File: config.mk
export PLATFORM = sky130hd
export DESIGN_NAME = cacheline_adaptor
export DESIGN_NICKNAME = d
export VERILOG_FILES = /design/src/rtl/cacheline_adaptor.sv
export SDC_FILE = /design/constraint.sdc
export NUM_CORES = 1
export LEC_CHECK = 0
export ABC_AREA = 1
export CAP_MARGIN = 40
export CORE_MARGIN = 4
export CORE_UTILIZATION = 31
export DETAILED_ROUTE_END_ITERATION = 16
export GPL_ROUTABILITY_DRIVEN = 0
export PLACE_DENSITY = 0.6
export SYNTH_ARGS = -nofsm -noshare
export SYNTH_HDL_FRONTEND = slang
export SYNTH_SLANG_ARGS = --single-unit
File: constraint.sdc
create_clock -name clk -period 2.3 [get_ports clk]
set_input_delay 0.46 -clock clk [delete_from_list [all_inputs] [get_ports clk]]
set_output_delay 0.46 -clock clk [all_outputs]
set_load 0.1 [all_outputs]
File: src/rtl/cacheline_adaptor.sv
// Bridges a 256-bit L2 line request to four 64-bit physical-memory beats.
// Define CLA_EARLY_RESP_EN to return line_resp in the cycle of the last beat instead of a DONE cycle.
module cacheline_adaptor #(
  parameter int s_offset = 5,
  parameter int s_beats  = 4
) (
  input  logic         clk,
  input  logic         rst,
  input  logic         line_read,
  input  logic         line_write,
  input  logic [31:0]  line_address,
  input  logic [255:0] line_wdata,
  output logic [255:0] line_rdata,
  output logic         line_resp,
  output logic [31:0]  burst_address,
  output logic         burst_read,
  output logic         burst_write,
  output logic [63:0]  burst_wdata,
  input  logic [63:0]  burst_rdata,
  input  logic         burst_resp
);

  localparam logic [31:0] ALIGN_MASK = ~((32'd1 << s_offset) - 32'd1);
  localparam logic [1:0]  LAST_BEAT  = 2'(s_beats - 1);

  typedef enum logic [1:0] {IDLE, RD_BURST, WR_BURST, DONE} state_t;

  state_t         state, state_next;
  logic [1:0]     cnt;
  logic [255:0]   line_q;
  logic [255:0]   wdata_q;
  logic [31:0]    addr_q;
  logic           in_burst;
  logic           last_beat;

  assign in_burst  = (state == RD_BURST) || (state == WR_BURST);
  assign last_beat = in_burst && burst_resp && (cnt == LAST_BEAT);

  always_ff @(posedge clk) begin
    if (!rst) begin
      state   <= IDLE;
      cnt     <= 2'd0;
      line_q  <= '0;
      wdata_q <= '0;
      addr_q  <= '0;
    end else begin
      state <= state_next;
      case (state)
        IDLE: begin
          if (line_write) begin
            addr_q  <= line_address;
            wdata_q <= line_wdata;
            cnt     <= 2'd0;
          end else if (line_read) begin
            addr_q <= line_address;
            cnt    <= 2'd0;
          end
        end
        RD_BURST: begin
          if (burst_resp) begin
            line_q[{cnt, 6'b0} +: 64] <= burst_rdata;
            cnt                       <= cnt + 2'd1;
          end
        end
        WR_BURST: begin
          if (burst_resp) cnt <= cnt + 2'd1;
        end
        default: ;
      endcase
    end
  end

  always_comb begin
    state_next = state;
    case (state)
      IDLE: begin
        if (line_write)     state_next = WR_BURST;
        else if (line_read) state_next = RD_BURST;
      end
      RD_BURST, WR_BURST: begin
`ifdef CLA_EARLY_RESP_EN
        if (last_beat) state_next = IDLE;
`else
        if (last_beat) state_next = DONE;
`endif
      end
      DONE:    state_next = IDLE;
      default: state_next = IDLE;
    endcase
  end

  always_comb begin
    burst_read    = (state == RD_BURST);
    burst_write   = (state == WR_BURST);
    burst_address = in_burst ? (addr_q & ALIGN_MASK) : 32'd0;
    burst_wdata   = (state == WR_BURST) ? wdata_q[{cnt, 6'b0} +: 64] : 64'd0;
    line_rdata    = line_q;
`ifdef CLA_EARLY_RESP_EN
    // Last beat has not reached line_q yet, so forward it straight to the requester.
    line_resp = rst && last_beat;
    if ((state == RD_BURST) && last_beat) line_rdata = {burst_rdata, line_q[191:0]};
`else
    line_resp = (state == DONE);
`endif
  end

endmodule

==> impl_metrics.json <==
{
  "drc": 0,
  "ir_worst_vdd_mv": 0.7672,
  "timing.fmax_mhz": 389.1,
  "crit_end": "burst_wdata[48]",
  "ios": 712,
  "cts_sinks": 543,
  "yosysSeqAreaShare": 0.4824,
  "synth_cell_type_count": 22,
  "min_period_over_period": 1.117,
  "netlist_top_cells_count": "nor2_1 (811), dfxtp_1 (543), nand2_1 (512), o21ai_0 (451), a21oi_1 (386)",
  "hold_path.class": "in2reg",
  "grt_max_degree": 81,
  "maxSlewHeadroom": 0.3962,
  "antenna_found_initial": 18,
  "status": "finished with violations",
  "min_period_ns": 2.570,
  "synth_edf_count": 0,
  "cp_slowest_cell": "dfxtp_4",
  "nFillCells": 7214,
  "cts_buffer_depth": 3,
  "tritoncts": "done",
  "yosysTopAreaCell": "dfxtp_1",
  "port_buffers": 701,
  "place_area_um2": 31660,
  "hold_viol_final": 0,
  "syn_inst": 3249,
  "synth_flop_cell": "dfxtp_1",
  "via_per_inst": 4.813,
  "cts_made_buffers": 61,
  "maxCapViolCount": 0,
  "die-area_um2": 77060,
  "crit_path_max_incr_delay_ns": 0.43,
  "fp.dieW_um": 277.6,
  "end_kind": "primary output",
  "grt-ovfl-total": 0,
  "ctsRootBufferMaster": "clkbuf_16",
  "hpwlAfterDp_mm": 61.27,
  "die_height_um": 277.6,
  "power_w": 0.04202,
  "row_count": 98,
  "start_util": 0.3141,
  "drive_gt1_frac": 0.1979,
  "clkTransAtPathRegs_ns": 0.06,
  "grt_usage": 0.2233,
  "via_count": 23610,
  "ctsHtreeMaxLevel": 2,
  "ys_top_cells_by_area": "dfxtp_1 (48%), nor2_1 (14%), o21ai_0 (10%)",
  "setup_tns_ns": -12.37,
  "hold_slack_ns": 0.2603,
  "core_area_um2": 71730,
  "synth.top_cell.area_share": 0.4824,
  "power_leakage_nw": 14.40,
  "reg2reg_depth": 9,
  "holdCritStartpoint": "rst",
  "synth-async-reset-ratio": 0,
  "wirelength_mm": 92.07,
  "arrival_ns": 2.11,
  "hold_buffers": 0,
  "critPathLaunch": "cnt[0]$_SDFFE_PN0P_",
  "rsz0062_at_grt": "true",
  "violations": "setup timing",
  "yosysWarningCount": 0,
  "drtIter0Drc": 1395,
  "grt_first_pass_wirelength_mm": 136.3,
  "rr_endpoint": "line_rdata[185]$_SDFFE_PN0P_",
  "routedWlPerCell_um": 18.77,
  "powerDensity_nw_per_um2": 1199,
  "setup_violations": 85,
  "clk_latency_ns": 0.63,
  "finClkSkew_ns": 0.01775,
  "timing.reg2reg.setup_slack_ns": 0.11,
  "syn2layout_area_growth_pct": 55.56,
  "maxSlewViolCount": 0,
  "synth_area_um2": 22530,
  "final_area_um2": 35050,
  "drt-pass1-iter-count": 5,
  "synth_most_common_cell": "nor2_1",
  "syn_area_per_cell_um2": 6.935,
  "reg2reg_from": "cnt[0]$_SDFFE_PN0P_",
  "cp.required_ns": 1.84,
  "fin_ws_ns": -0.2698,
  "crit_path_cell_trace": "buf_12, buf_16, nor2_1, nor2_1, nand2_1, a21oi_2, buf_12",
  "fin_nets": 4266,
  "tightest_slew_ns": 0.9057,
  "synth_seq_cells": 543,
  "worst-setup-path-type": "reg2out",
  "cp_max_fo": 26,
  "grt_pass1_vias": 22530,
  "start_kind": "flip-flop",
  "ant_nets": 0
}
[cell type report]
type | count | area (um^2) | area share
sequential | 543 | 10880 | 0.3105
multi-input combinational | 2278 | 10590 | 0.3021
timing repair buffer | 845 | 9534 | 0.2720
clock buffer | 88 | 1769 | 0.05047
tap | 950 | 1189 | 0.03391
inverter | 170 | 787.0 | 0.02245
clock inverter | 23 | 276.5 | 0.007889
antenna | 9 | 22.52 | 0.0006425
[worst min path at each step]
stage | end | cells past startpoint
after floorplan | wdata_q[64]$_SDFFE_PN0P_ | 2
after global placement | wdata_q[91]$_SDFFE_PN0P_ | 2
after detailed placement | wdata_q[91]$_SDFFE_PN0P_ | 2
after CTS | wdata_q[11]$_SDFFE_PN0P_ | 3
after global routing | wdata_q[11]$_SDFFE_PN0P_ | 3
final | addr_q[29]$_SDFFE_PN0P_ | 3
[power breakdown]
part | total [W] | switching [W] | internal [W]
registers | 0.0123 | 0.00102 | 0.0112
clock network | 0.00999 | 0.00410 | 0.00589
logic | 0.0198 | 0.0130 | 0.00672
[worst max-delay path, delay by kind of cell (launching register included)]
| kind | cells | cell delay, ns |
|---|---|---|
| flops | 1 | 0.43 |
| simple gates | 3 | 0.26 |
| compound gates | 1 | 0.20 |
| buf+inv | 3 | 0.56 |
[per-layer routing]
metal  wire [um]  track usage  share of wire  vias up
li1            -            -              -    11720
met1       37020       0.2650           0.40    10960
met2       45110       0.3912           0.49      758
met3        7211      0.06262          0.078      154
met4        2619      0.07031          0.028       16
met5         110            0         0.0012        -
[layout by cell type, fill, tap and decap left out, types with 83 or more instances in the layout]
cell type        count
o21ai_0            402
buf_12             145
dfxtp_1            539
inv_1              132
nand3_1             83
nand2_1            483
buf_4              316
a21oi_1            322
nor2_1             789
clkdlybuf4s50_1    350
[sequential cells by signal, indices dropped and copies added, names as in the netlist]
name / count
cnt: 2
state: 2
line_rdata: 256
addr_q: 27
wdata_q: 256
[cells by family after synthesis]
logic type	synth area share
AO/OA/AOI/OAI	0.1881
adder cells (fa/ha/maj)	0.005553
buffers and inverters	0.08140
flip-flops	0.4824
other	0.0001664
AND/OR/NAND/NOR	0.2424
[stage by stage]
stage | std cells | util | worst slack [ns]
3_5_place_dp | 4745 | 0.4414 | 0.03171
6_report | 4906 | 0.4886 | -0.2698
4_1_cts | 4892 | 0.4834 | -0.2995
5_1_grt | 4902 | 0.4885 | -0.3539
3_3_place_gp | 4745 | 0.4414 | -0.006800
2_1_floorplan | 3253 | - | -0.2846
[repair_timing]
item	in CTS	in global routing
endpoints found under the setup margin	91	91
setup buffers	20	4
pin swaps	28	37
gates cloned	16	5
resized for setup	149	86
Note: power is estimated with default switching activity, not from simulation.
